## config.mk

```make
export PLATFORM = sky130hd
export DESIGN_NAME = datapath_sequencer
export DESIGN_NICKNAME = d
export VERILOG_FILES = /design/src/rtl/datapath_sequencer.sv
export SDC_FILE = /design/constraint.sdc
export NUM_CORES = 1
export LEC_CHECK = 0
export CAP_MARGIN = 5
export CORE_MARGIN = 2
export CORE_UTILIZATION = 41
export DETAILED_ROUTE_END_ITERATION = 8
export GPL_TIMING_DRIVEN = 0
export PLACE_DENSITY = 0.74
export SKIP_CTS_REPAIR_TIMING = 1
export SLEW_MARGIN = 20
export SYNTH_ARGS = -nofsm -noshare
export SYNTH_HDL_FRONTEND = slang
export SYNTH_SLANG_ARGS = --single-unit
```

## constraint.sdc

```tcl
create_clock -name clk -period 1.9 [get_ports clk]
set_clock_uncertainty 0.05 [all_clocks]
set_input_delay 0.38 -clock clk [delete_from_list [all_inputs] [get_ports clk]]
set_output_delay 0.38 -clock clk [all_outputs]
set_load 0.01 [all_outputs]
```

## src/rtl/datapath_sequencer.sv

```systemverilog
// datapath_sequencer
// Run-level controller for the single-cycle datapath. A run proceeds as:
//   1. load the selected program image (memory reset),
//   2. reset PC, SP and the register bank,
//   3. execute until halt or the watchdog limit,
//   4. report completion, the RUN cycle count and the captured write_data2.
//
// state    | meaning
// ---------+------------------------------------------------------------
// IDLE     | after reset; CPU resets held, waiting for start
// MEM_INIT | dp_mem_reset held for MEM_RST_CYCLES cycles (image load)
// CPU_INIT | one cycle of CPU resets only, memory image already loaded
// RUN      | dp_en high, counting cycles, watching halt and the watchdog
// DONE     | stopped; results held, datapath left inspectable
//
// Every output is registered. The output next-values are derived from the
// next state, so an output changes on the same edge as the state it reflects.

module datapath_sequencer #(
  parameter int MEM_RST_CYCLES = 2,
  parameter int MAX_CYCLES     = 4096,
  parameter int CNT_W          = 32
) (
  input  logic             clk,
  input  logic             reset,
  input  logic             start,
  input  logic             prog_sel,
  input  logic             halt,
  input  logic [31:0]      dp_data,
  output logic             dp_reset,
  output logic             dp_mem_reset,
  output logic             dp_pc_reset,
  output logic             dp_sp_reset,
  output logic             dp_gcd,
  output logic             dp_booth,
  output logic             dp_en,
  output logic             busy,
  output logic             done,
  output logic             timeout,
  output logic [31:0]      result,
  output logic [CNT_W-1:0] cycles
);

  typedef enum logic [2:0] {
    S_IDLE     = 3'd0,
    S_MEM_INIT = 3'd1,
    S_CPU_INIT = 3'd2,
    S_RUN      = 3'd3,
    S_DONE     = 3'd4
  } state_e;

  // Memory-init timer is a down-counter loaded on entry; terminal count is 0.
  localparam int MEM_W = (MEM_RST_CYCLES > 1) ? $clog2(MEM_RST_CYCLES) : 1;
  localparam logic [MEM_W-1:0] MEM_LOAD = MEM_W'(MEM_RST_CYCLES - 1);

  // The watchdog fires in the RUN cycle whose increment makes cycles reach
  // MAX_CYCLES, i.e. when the current count is one below the limit.
  localparam logic [CNT_W-1:0] WD_LAST = CNT_W'(MAX_CYCLES - 1);

  state_e           state_q, state_d;
  logic [MEM_W-1:0] mem_cnt_q, mem_cnt_d;

  logic             start_acc;
  logic             wd_stop;

  logic             dp_reset_q, dp_reset_d;
  logic             dp_mem_reset_q, dp_mem_reset_d;
  logic             dp_pc_reset_q, dp_pc_reset_d;
  logic             dp_sp_reset_q, dp_sp_reset_d;
  logic             dp_gcd_q, dp_gcd_d;
  logic             dp_booth_q, dp_booth_d;
  logic             dp_en_q, dp_en_d;
  logic             busy_q, busy_d;
  logic             done_q, done_d;
  logic             timeout_q, timeout_d;
  logic [31:0]      result_q, result_d;
  logic [CNT_W-1:0] cycles_q, cycles_d;

  // State register and memory-init timer.
  always_ff @(posedge clk) begin
    if (reset) begin
      state_q   <= S_IDLE;
      mem_cnt_q <= '0;
    end else begin
      state_q   <= state_d;
      mem_cnt_q <= mem_cnt_d;
    end
  end

  // Next-state logic; also flags an accepted start and a watchdog stop.
  always_comb begin
    state_d   = state_q;
    mem_cnt_d = mem_cnt_q;
    start_acc = 1'b0;
    wd_stop   = 1'b0;
    case (state_q)
      S_IDLE, S_DONE: begin
        if (start) begin
          state_d   = S_MEM_INIT;
          mem_cnt_d = MEM_LOAD;
          start_acc = 1'b1;
        end
      end
      S_MEM_INIT: begin
        if (mem_cnt_q == '0) begin
          state_d = S_CPU_INIT;
        end else begin
          mem_cnt_d = mem_cnt_q - 1'b1;
        end
      end
      S_CPU_INIT: begin
        state_d = S_RUN;
      end
      S_RUN: begin
        // halt takes priority over the watchdog in the same cycle
        if (halt) begin
          state_d = S_DONE;
        end else if (cycles_q == WD_LAST) begin
          state_d = S_DONE;
          wd_stop = 1'b1;
        end
      end
      default: begin
        state_d = S_IDLE;
      end
    endcase
  end

  // Output next-values, derived from the next state and the run bookkeeping.
  always_comb begin
    dp_reset_d     = (state_d == S_IDLE) || (state_d == S_MEM_INIT) ||
                     (state_d == S_CPU_INIT);
    dp_pc_reset_d  = dp_reset_d;
    dp_sp_reset_d  = dp_reset_d;
    dp_mem_reset_d = (state_d == S_MEM_INIT);
    dp_en_d        = (state_d == S_RUN);
    busy_d         = (state_d == S_MEM_INIT) || (state_d == S_CPU_INIT) ||
                     (state_d == S_RUN);
    done_d         = (state_d == S_DONE);

    dp_gcd_d   = dp_gcd_q;
    dp_booth_d = dp_booth_q;
    timeout_d  = timeout_q;
    result_d   = result_q;
    cycles_d   = cycles_q;

    if (start_acc) begin
      // one-hot image select, latched only when a start is accepted
      dp_gcd_d   = ~prog_sel;
      dp_booth_d = prog_sel;
      timeout_d  = 1'b0;
      result_d   = '0;
      cycles_d   = '0;
    end

    if (state_q == S_RUN) begin
      // the stopping cycle is a RUN cycle too, so it is counted
      cycles_d = cycles_q + CNT_W'(1);
      if (state_d == S_DONE) begin
        result_d  = dp_data;
        timeout_d = wd_stop;
      end
    end
  end

  // Output registers.
  always_ff @(posedge clk) begin
    if (reset) begin
      dp_reset_q     <= 1'b1;
      dp_mem_reset_q <= 1'b0;
      dp_pc_reset_q  <= 1'b1;
      dp_sp_reset_q  <= 1'b1;
      dp_gcd_q       <= 1'b0;
      dp_booth_q     <= 1'b0;
      dp_en_q        <= 1'b0;
      busy_q         <= 1'b0;
      done_q         <= 1'b0;
      timeout_q      <= 1'b0;
      result_q       <= '0;
      cycles_q       <= '0;
    end else begin
      dp_reset_q     <= dp_reset_d;
      dp_mem_reset_q <= dp_mem_reset_d;
      dp_pc_reset_q  <= dp_pc_reset_d;
      dp_sp_reset_q  <= dp_sp_reset_d;
      dp_gcd_q       <= dp_gcd_d;
      dp_booth_q     <= dp_booth_d;
      dp_en_q        <= dp_en_d;
      busy_q         <= busy_d;
      done_q         <= done_d;
      timeout_q      <= timeout_d;
      result_q       <= result_d;
      cycles_q       <= cycles_d;
    end
  end

  assign dp_reset     = dp_reset_q;
  assign dp_mem_reset = dp_mem_reset_q;
  assign dp_pc_reset  = dp_pc_reset_q;
  assign dp_sp_reset  = dp_sp_reset_q;
  assign dp_gcd       = dp_gcd_q;
  assign dp_booth     = dp_booth_q;
  assign dp_en        = dp_en_q;
  assign busy         = busy_q;
  assign done         = done_q;
  assign timeout      = timeout_q;
  assign result       = result_q;
  assign cycles       = cycles_q;

endmodule
```

# Word level (Yosys, flattened, before mapping)

Index checks and enable logic that the tools add are counted.

Register bits: 76
Bits in latches: 0
Memory bits (writable): 0
ROM bits: 0
Input bits: 37
Output and inout bits: 74
Logic and storage cells: 55
Memories: 0

Add/sub/neg operators: 2
Multiply operators: 0
Div/mod/pow operators: 0
Magnitude comparators: 0
Eq/ne operators: 10
Shift operators: 0
Muxes and demuxes: 20
Bitwise gates (word level): 1
Reductions and logical operators: 10

Operator list:

| kind                                                                     | number |
|---|---|
| 32-bit two-way mux                                                       | 5 |
| 32-bit by 1-bit adder with 32-bit output (second input constant)         | 1 |
| 32-bit by 12-bit equality test with 1-bit output (second input constant) | 1 |
| 3-bit by 2-bit equality test with 1-bit output (second input constant)   | 4 |
| 3-bit two-way mux                                                        | 4 |
| 3-bit case mux with 4 select lines                                       | 1 |
| 1-bit two-way mux                                                        | 9 |
| 3-bit by 1-bit equality test with 1-bit output (second input constant)   | 2 |
| 3-bit equality test (second input constant)                              | 2 |
| 3-bit logical NOT                                                        | 2 |
| 1-bit logical OR                                                         | 4 |
| 2-bit nonzero test                                                       | 2 |
| 2-bit != test (second input constant)                                    | 1 |
| 1-bit case mux with 2 select lines                                       | 1 |
| 2-bit AND reduction                                                      | 1 |
| 2-bit OR reduction                                                       | 1 |
| 1-bit inverter                                                           | 1 |
| 1-bit subtractor (second input constant)                                 | 1 |

# Depth between registers and ports, before layout

Gate-level depths: netlist of the first run.

Word-level depth: 7
Gate-level depth with buffers: 7
Mapped depth without buffers: 6

# Worst setup path before layout of the first run

No wires, ideal clock.

Kind: register to register
Start: register cycles_q[0] (netlist: cycles[0])
End: register result_q[10] (netlist: result[10])
Arrival time: 1836 ps
Data required time: 1733 ps
Slack: -103 ps
Stages on the path, launching flop included: 8
Path buffers: 1
Clock period less this slack: 2003 ps
Path through: dfxtp_1 > ha_1 > and3_1 > nand4_1 > nor4_4 > o21ai_2 > buf_6 > a22o_1

Word-level cells in the longest chain between the ends: 7

RTL lines:

| item                                             | RTL line | text |
|---|---|---|
| start, declared                                  | 77       | `logic [CNT_W-1:0] cycles_q, cycles_d;` |
| start signal, assigned                           | 193      | `cycles_q <= cycles_d;` |
| 32-bit by 12-bit equality test with 1-bit output | 118      | `end else if (cycles_q == WD_LAST) begin` |
| 3-bit two-way mux                                | 118      |  |
| 3-bit two-way mux                                | 116      | `if (halt) begin` |
| 3-bit case mux with 4 select lines               | 96       | `case (state_q)` |
| 3-bit equality test                              | 159      | `if (state_d == S_DONE) begin` |
| 32-bit two-way mux                               | 159      |  |
| 32-bit two-way mux                               | 156      | `if (state_q == S_RUN) begin` |
| end signal, assigned                             | 192      | `result_q <= result_d;` |
| end, declared                                    | 76       | `logic [31:0] result_q, result_d;` |

No other way between the ends.
A chain may end at the register's enable or synchronous reset.

# Worst setup path in the final report of the first run

Start: register cycles_q[0] (netlist: cycles[0])
End: register result_q[4] (netlist: result[4])

The elaborated chain is that of the path after synthesis.

==> results_dict.tcl, run 1 <==
set metrics [dict create \
    outcome "finished, violations left" \
    violations "negative setup slack" \
    area_growth_pct 52.8 \
    switching_share_pct 27.5 \
    clkLatencyLatePin_ns 0.35 \
    drive_gt1_share_pct 15.9 \
    path_buf_inv 2 \
    grt_setup_unrepaired "yes" \
    cts-root-buf "clkbuf_8" \
    finalPower_mw 3.49 \
    antenna_found_initial 0 \
    crit_fanout 10 \
    fin_crit_ns 1.93 \
    fin_area_sq_mm 0.00486 \
    port_buffers 109 \
    max_cap_viol_count 0 \
    yosys.area_share.simple_pct 24.5 \
    synth_compound_gate_area_share_pct 20.0 \
    grt_max_degree 16 \
    drc_errors 0 \
    initial_core_util_pct 41.8 \
    r2r_start "cycles[0]$_SDFFE_PP0P_" \
    clk_pin_slew_ns 0.09 \
    crit_start "cycles[0]$_SDFFE_PP0P_" \
    synth_top_family_by_area "simple AND/OR/NAND/NOR gates" \
    tightest_slew_ns 0.528 \
    syn_avg_cell_area_sq_um 9.72 \
    drtIter0Drc 175 \
    syn-cell-area_sq_mm 0.00318 \
    clock_sinks 76 \
    routed_wl_mm 9.05 \
    drtPass1Iterations 5 \
    setup-tns-final_ns -0.509 \
    final_nets 499 \
    core-area_sq_mm 0.00761 \
    io_pins 111 \
    track_usage_pct 20.0 \
    wire_per_inst_um 15.9 \
    start_kind "flip-flop" \
    placed_area_sq_mm 0.00440 \
    hold_start "dp_booth$_SDFFE_PP0P_" \
    ant_nets 0 \
    clockBufferDepth 2 \
    ys_async_sr_fraction_pct 0 \
    die-area_sq_mm 0.00848 \
    syn-num-nets 365 \
    vias_per_cell 5.53 \
    die_width_um 92.1 \
    final_cells 568 \
    netlist.area_leader.share_pct 47.9 \
    cp-end-kind "flip-flop" \
    worstPathRequired_ns 2.10 \
    place_inst 538 \
    diodes 0 \
    synth.area.top_cells "dfxtp_1 (48%), a22o_1 (8.5%), nand4b_1 (3.9%), nor2_1 (3.4%), o31ai_1 (3.1%)" \
    ys.flop_type "dfxtp_1" \
    cts_max_level 3 \
    globalplace.congestion 0.842 \
    hp-class "reg2reg" \
    final_core_util_pct 63.9 \
    hpwl_mm 6.14 \
    fmax_ghz 0.519 \
    hold_viol 0 \
    synth-seq-cells 76 \
    grt_overflow_total 0 \
    yosys.area.top_type "dfxtp_1" \
    grt_pass1_vias 2752 \
    cts_made_buffers 9 \
    yosys_warnings 0 \
    relSlewSlack_pct 64.8 \
    ys_types 49 \
    power_frac_comb_pct 15.7 \
    clkPwrFrac_pct 36.5 \
    slew_viol_final 0 \
    synth_fa_ha_area_share_pct 0.394 \
    cts_tree "built" \
    synth_edf_count 0 \
    whs_ns 0.412 \
    rows 32 \
    setup_violations 30 \
    p_seq_share_pct 47.8 \
    crit_top_cell "buf_6" \
    powerDensity_mw_per_mm2 718 \
    vias 3140 \
    synthCells 327 \
    ir_drop_mv 0.424 \
    slowest_stage "dfxtp_4" \
    period_share_pct 101 \
    muxShareOfSynthArea_pct 2.72 \
    arrival_ns 2.13 \
    ys_seq_area_share_pct 47.9 \
    path_cells "ha_4 -> and3_4 -> nand4_1 -> nor4_4 -> buf_6 -> o21ai_4 -> buf_6 -> a22o_1" \
    switchingPower_mw 0.961 \
    synthXorXnorAreaFrac_pct 0 \
    worst-setup-path-type "reg2reg" \
    die_y_um 92.1 \
    grt_pass1_wl_mm 13.6 \
    power.leakage_nw 1.80 \
    p_int_mw 2.53 \
    cpLargestDelayFamily "simple AND/OR/NAND/NOR gates" \
    place_ws_ns -0.592 \
    setup_slack_ns -0.0284 \
    max_stage_delay_ns 0.37 \
]
## flip-flops by register name, indices dropped and copies added, names as in the netlist
register and count:
dp_booth 1, dp_en 1, state_q 3, cycles 32, result 32, dp_sp_reset 1
busy 1, dp_mem_reset 1, done 1, mem_cnt_q 1, timeout 1, dp_gcd 1
## worst register-to-register path: stages, from the launching register on
cell,delay [ns]
dfxtp_4,0.37
ha_4,0.15
and3_4,0.19
nand4_1,0.15
nor4_4,0.29
buf_6,0.17
o21ai_4,0.09
buf_6,0.15
a22o_1,0.23
## final timing paths
| path | cells past startpoint | endpoint | slack (ns) |
|---|---|---|---|
| setup / recovery | 8 | result[4]$_SDFF_PP0_ | -0.03 |
| hold reg to reg | 2 | dp_booth$_SDFFE_PP0P_ | 0.41 |
| setup reg to reg | 8 | result[4]$_SDFF_PP0_ | -0.03 |
| hold / removal | 2 | dp_booth$_SDFFE_PP0P_ | 0.41 |
## metal layers
layer / vias up / routed length (um) / GRT usage, %
met3: 11 / 556 / 5.83
met5: - / 0 / 0
met2: 116 / 4350 / 31.1
met4: 0 / 120 / 5.60
li1: 1517 / - / -
met1: 1496 / 4020 / 27.1
## layout make-up
| type | instances | area [sq um] |
|---|---|---|
| flip-flops and latches | 76 | 1540 |
| clock buffers | 9 | 124 |
| inverters | 6 | 22.5 |
| repair buffers | 124 | 1210 |
| multi-input cells | 224 | 1620 |
| fillers | 638 | 2750 |
| well taps | 102 | 128 |
| clock inverters | 7 | 80.1 |
| plain buffers | 20 | 138 |
## power groups by stage
stage	Combinational, mW	Clock, mW	Sequential [mW]
floorplan	0.257	0	1.72
global placement	0.502	0	1.71
detailed placement	0.509	0	1.71
CTS	0.510	1.30	1.67
global route	0.586	1.38	1.67
finish	0.546	1.27	1.67
## synthesized netlist by cell type, types with 2 or more instances
library cell   n
buf_4          5
and3_1         5
a22oi_1        3
a311oi_1       2
inv_1          6
a21o_1         2
dfxtp_1       76
nand2_1       20
buf_6          3
nor4_4         2
a22o_1        31
nand3b_1       4
nor4_1         8
buf_2          2
mux2_2         3
nand4_1       12
or3_1          3
o21ai_0        5
mux2_1         2
nand3_1       16
a21oi_1       16
o21bai_1       3
and4_1         5
nand4b_1      14
nor2_1        29
nor3_2         2
o31ai_1       13
clkbuf_1      11
nand2b_1       2
mux2i_1        3
## cells by family after synthesis
family          count (synthesis)
flops                          76
fa+ha+maj                       1
buf+inv                        27
mux                             8
compound gates                 85
simple gates                  130
## placed cells by master, fill, tap and decap left out, types with 2 or more instances in the layout
| cell type | instances |
|---|---|
| nor4_2 | 3 |
| mux2_1 | 2 |
| a311oi_1 | 2 |
| nand3_1 | 16 |
| mux2_2 | 3 |
| clkbuf_4 | 2 |
| dfxtp_4 | 2 |
| nor4_1 | 4 |
| buf_4 | 16 |
| nand4_1 | 12 |
| clkbuf_1 | 8 |
| nor2_1 | 28 |
| nand2_1 | 20 |
| and3_1 | 4 |
| nor4_4 | 4 |
| a22oi_1 | 3 |
| nand3b_1 | 4 |
| a22o_1 | 31 |
| o21bai_1 | 3 |
| clkbuf_8 | 9 |
| a21oi_1 | 16 |
| mux2i_1 | 3 |
| dfxtp_1 | 66 |
| nand4b_1 | 14 |
| a21o_1 | 2 |
| o21ai_0 | 5 |
| inv_1 | 6 |
| and4_1 | 5 |
| buf_6 | 7 |
| o31ai_1 | 13 |
| clkdlybuf4s50_1 | 109 |
| clkbuf_2 | 2 |
| nor3_4 | 2 |
| or3_1 | 3 |
| dfxtp_2 | 8 |
| nand2b_1 | 2 |
| inv_6 | 3 |
(Power assumes the default switching activity.)
==> inputs of run 2 (changes only) <==
--- a/config.mk
+++ b/config.mk
@@ -5,7 +5,7 @@
 export SDC_FILE = /design/constraint.sdc
 export NUM_CORES = 1
 export LEC_CHECK = 0
-export CAP_MARGIN = 5
+export CAP_MARGIN = 10
 export CORE_MARGIN = 2
 export CORE_UTILIZATION = 41
 export DETAILED_ROUTE_END_ITERATION = 8
==> results of run 2 <==
No change in the layout: final DEF, timing and power equal those of run 1.
==> inputs of run 3 (changes only) <==
--- a/config.mk
+++ b/config.mk
@@ -8,6 +8,7 @@
 export CAP_MARGIN = 10
 export CORE_MARGIN = 2
 export CORE_UTILIZATION = 41
+export CTS_CLUSTER_DIAMETER = 30
 export DETAILED_ROUTE_END_ITERATION = 8
 export GPL_TIMING_DRIVEN = 0
 export PLACE_DENSITY = 0.74
==> results of run 3 <==
No change in the layout: final DEF, timing and power equal those of run 1.
==> variant 1, RTL diff (flow settings as in run 1) <==
Make the reset (`reset`) asynchronous in 2 clocked blocks.
--- a/src/rtl/datapath_sequencer.sv
+++ b/src/rtl/datapath_sequencer.sv
@@ -78,5 +78,5 @@
 
   // State register and memory-init timer.
-  always_ff @(posedge clk) begin
+  always_ff @(posedge clk or posedge reset) begin
     if (reset) begin
       state_q   <= S_IDLE;
@@ -165,5 +165,5 @@
 
   // Output registers.
-  always_ff @(posedge clk) begin
+  always_ff @(posedge clk or posedge reset) begin
     if (reset) begin
       dp_reset_q     <= 1'b1;
Formal check against the unedited RTL: differs if reset is asserted again (counterexample within 4 cycles, from zero or initial values and one cycle with reset high); with reset held inactive, the same outputs for 10 cycles.
==> variant 1 against run 1 <==
The flow still finishes with violations (setup timing). Non-clock buffer count increased by 15. Routed wire length rose by 9.6%. Final area is 12% higher. Sequential cell count did not move. Setup slack lost 0.10 ns. Critical path depth increased by 1. Area after synthesis is 8.1% higher.
Power is not compared: it rests on default switching activity, and its combinational part moved more than twofold at a synthesized area within 25%.
==> variant 1: results (changes against run 1) <==
| Metric | Value |
|---|---|
| Detailed-routing iteration count for the pre-antenna-repair pass | `4 (-1)` |
| Count of final setup violators | `35 (+17%)` |
| Initial drt markers | `143 (-18%)` |
| Delay of the slowest cell on the worst path | `0.44 ns (+0.07 ns)` |
| NonClk Buf Share | `27.96% (+0.27 points)` |
| Met2 wire len | `4.921 mm (+13%)` |
| Largest net degree at the start of global routing | `33 (+17)` |
| Area occupied by multi-input gates | `1554 um2 (-4.1%)` |
| Final RePlAce weighted congestion | `0.8529 (+1.3%)` |
| Total placed cells including tap cells | `574 (+6.7%)` |
| Final HPWL from detailed placement | `6.554 mm (+6.7%)` |
| Cell types with the largest area share after synthesis | `dfrtp_1, nand2_1, o22ai_1` |
| Arrival time reported for the critical path endpoint | `2.21 ns (+0.08 ns)` |
| Worst reg-to-reg path cell count | `9 (+1)` |
| Seq/Total Area, Yosys | `55.37% (+7.5 points)` |
| Vias per Instance | `5.375 (-2.8%)` |
| Final setup slack of the worst path | `-0.1317 ns (-0.1033 ns)` |
| Number of combinational gates with multiple inputs | `249 (+11%)` |
| First-pass GRT wire length | `14.90 mm (+9.2%)` |
| DP Area | `4742 um2 (+7.8%)` |
| Top cells by count, synth | `nand2_1, dfrtp_1, o22ai_1, o21ai_0` |
| Post-synth cell types | `39 (-20%)` |
| Fill count | `655 (+2.7%)` |
| Post-Route Setup TNS | `-3.457 ns (-2.948 ns)` |
| Worst slack at placement | `-0.3113 ns (+0.2810 ns)` |
| Share of the final layout cell area in sequential cells | `35.33% (+3.7 points)` |
| Sequential cell area | `1919 um2 (+25%)` |
| Synth Instances | `357 (+9.2%)` |
| Number of nets in the final layout | `541 (+8.4%)` |
| Number of global-route vias before repair | `3048 (+11%)` |
| Post-synthesis async set-or-reset flop share | `100.0% (+100 points)` |
| Total Wirelength | `9.919 mm (+9.6%)` |
| Result of the run | `finished with violations` |
| Failing checks | `setup timing` |
| Non-clock inverter instance count of the final layout | `8 (+2)` |
==> variant 1: cell types whose count changed in the layout (fill, tap and decap cells not counted), moves of 10 or more <==
cell      change
nor2_1       -21
nand2_1      +78
dfxtp_1      -66
dfrtp_1      +62
a21oi_1      -10
mux2i_1      +13
a22o_1       -30
o21ai_0      +12
nand4b_1     -14
o22ai_1      +22
o22ai_2      +10
dfrtp_2      +13
==> variant 1: cells by family (layout without fill, tap and decap cells) <==
logic type / Yosys count / in the layout / synth area share [%]
xor gates and xnor gates: 1 / 1 / 0.2549
and+or+nand+nor: 158 / 158 / 21.04
muxes: 17 / 17 / 4.987
DFF: 76 / 76 / 55.37
AOI/OAI and AO/OA: 72 / 72 / 13.54
buffers and inverters: 32 / 183 / 4.441
adders and majority gates: 1 / 1 / 0.3640
==> variant 1: worst register-to-register path: cells and delay by family, from the launching register on <==
family	cells	cell delay (ns)
DFF	1	0.44
and+or+nand+nor	3	0.44
AOI/OAI and AO/OA	2	0.41
buffers and inverters	3	0.41
adders and majority gates	1	0.16
==> variant 2, RTL diff (config.mk and constraints of run 1) <==
Made on the original files. `MEM_RST_CYCLES`: 2 -> 1.
--- a/src/rtl/datapath_sequencer.sv
+++ b/src/rtl/datapath_sequencer.sv
@@ -18,5 +18,5 @@
 
 module datapath_sequencer #(
-  parameter int MEM_RST_CYCLES = 2,
+  parameter int MEM_RST_CYCLES = 1,
   parameter int MAX_CYCLES     = 4096,
   parameter int CNT_W          = 32
Function: changed (a bounded check fails within 4 cycles, from zero or initial values and one cycle with reset high).
==> variant 2 against run 1 <==
Via count increased by 18%. Largest power group unchanged. Total power increased by 12%. Sequential share of layout area decreased by 2.0 points. Final area increased by 5.4%. Setup slack improved by 0.044 ns. Non-clock buffer count increased by 8. Area after synthesis increased by 6.4%. Routed wire length increased by 17%. Sequential cell count decreased by 1. Maximum frequency increased by 2.3%. Die area increased by 6.1%. Count of clock-buffer cells in the layout increased by 3. Combinational power increased by 55%.
==> variant 2: results (changes against run 1) <==
| Metric | Value |
|---|---|
| End point of the most critical hold path | `result[1]$_SDFF_PP0_` |
| M3 GR Usage | `6.225% (+0.39 points)` |
| Hold path startpoint | `result[1]$_SDFF_PP0_` |
| Static Leak | `1.975 nW (+10%)` |
| Final RePlAce weighted congestion | `0.8810 (+4.6%)` |
| Number of nets in the final layout | `569 (+14%)` |
| FF-to-FF setup slack | `0.02 ns (+0.04 ns)` |
| Cell types with the largest area share after synthesis | `dfxtp_1, o32ai_1, nand3_1` |
| Largest net degree at the start of global routing | `13 (-3)` |
| Vias per Instance | `5.775 (+4.5%)` |
| PortBufs | `110 (+0.92%)` |
| Number of global-route vias before repair | `3343 (+21%)` |
| Final HPWL from detailed placement | `7.087 mm (+15%)` |
| Fill count | `682 (+6.9%)` |
| Seq/Total Area, Yosys | `44.38% (-3.5 points)` |
| VDD IR max | `391.7 uV (-7.6%)` |
| Top cells by count, synth | `dfxtp_1, nand3_1, inv_1, o32ai_1, nand2_1` |
| Met2 track demand over resource | `34.69% (+3.6 points)` |
| Worst slack at placement | `-0.6923 ns (-0.09999 ns)` |
| Arrival time reported for the critical path endpoint | `2.11 ns (-0.02 ns)` |
| Mapped Nets | `434 (+19%)` |
| DP Area | `4617 um2 (+4.9%)` |
| Crit path capture | `cycles[20]$_SDFFE_PP0P_` |
| Result of the run | `complete, no violations` |
| Worst-Margin Slew | `0.6818 ns (+0.1542 ns)` |
| Total Wirelength | `10.58 mm (+17%)` |
| Post-synth cell types | `50 (+2.0%)` |
| Max stage delay cell, worst path | `or4_1` |
| Critical Path Source | `cycles[8]$_SDFFE_PP0P_` |
| First-pass GRT wire length | `16.15 mm (+18%)` |
| Delay of the slowest cell on the worst path | `0.40 ns (+0.03 ns)` |
| Highest net fanout along the worst path | `6 (-4)` |
| Final critical path time including I/O delays and setup | `1.884 ns (-0.04392 ns)` |
## variant 2: where the power goes
part / leakage (nW) / internal (mW) / switching, mW
sequential: 0.612 / 1.66 / 0.0783
combinational: 1.25 / 0.360 / 0.485
clock: 0.108 / 0.711 / 0.597
## variant 2: cell families after synthesis
| logic type | Yosys count | share of synthesized area [%] |
|---|---|---|
| adders and majority gates | 1 | 0.3698 |
| AOI/OAI and AO/OA | 92 | 19.53 |
| buffers and inverters | 62 | 7.248 |
| xor gates and xnor gates | 1 | 0.2589 |
| muxes | 4 | 1.257 |
| DFF | 75 | 44.38 |
| and+or+nand+nor | 161 | 26.96 |
## variant 2: per-stage QoR
stage	util, %	cells	hold WS, ns
6_report	63.27	641	0.4273
4_1_cts	59.68	627	0.4280
2_1_floorplan	-	396	0.4305
3_3_place_gp	57.05	611	0.4084
5_1_grt	63.27	641	0.4506
3_5_place_dp	57.05	611	0.4176
## variant 2: cell type report
class,count,area [um2],area share (%)
Clock inverter,4,47.55,0.9286
Inverter,34,127.6,2.493
Tap cell,105,131.4,2.566
Clock buffer,12,165.2,3.226
Buffer,27,142.6,2.786
Multi-Input combinational cell,259,1763,34.43
Sequential cell,75,1518,29.64
Timing Repair Buffer,125,1225,23.92
## variant 2: per-layer routing
metal	up-vias	share of wire, %
li1	1751	-
met1	1741	41
met2	182	47
met3	28	9.3
met4	0	2.5
met5	-	0
## variant 2: critical path: cells and delay by family, from the launching register on
kind | cells | cell delay, ns
AND/OR/NAND/NOR | 4 | 0.84
buffers and inverters | 3 | 0.45
flip-flops | 1 | 0.35
AO/OA/AOI/OAI | 1 | 0.14
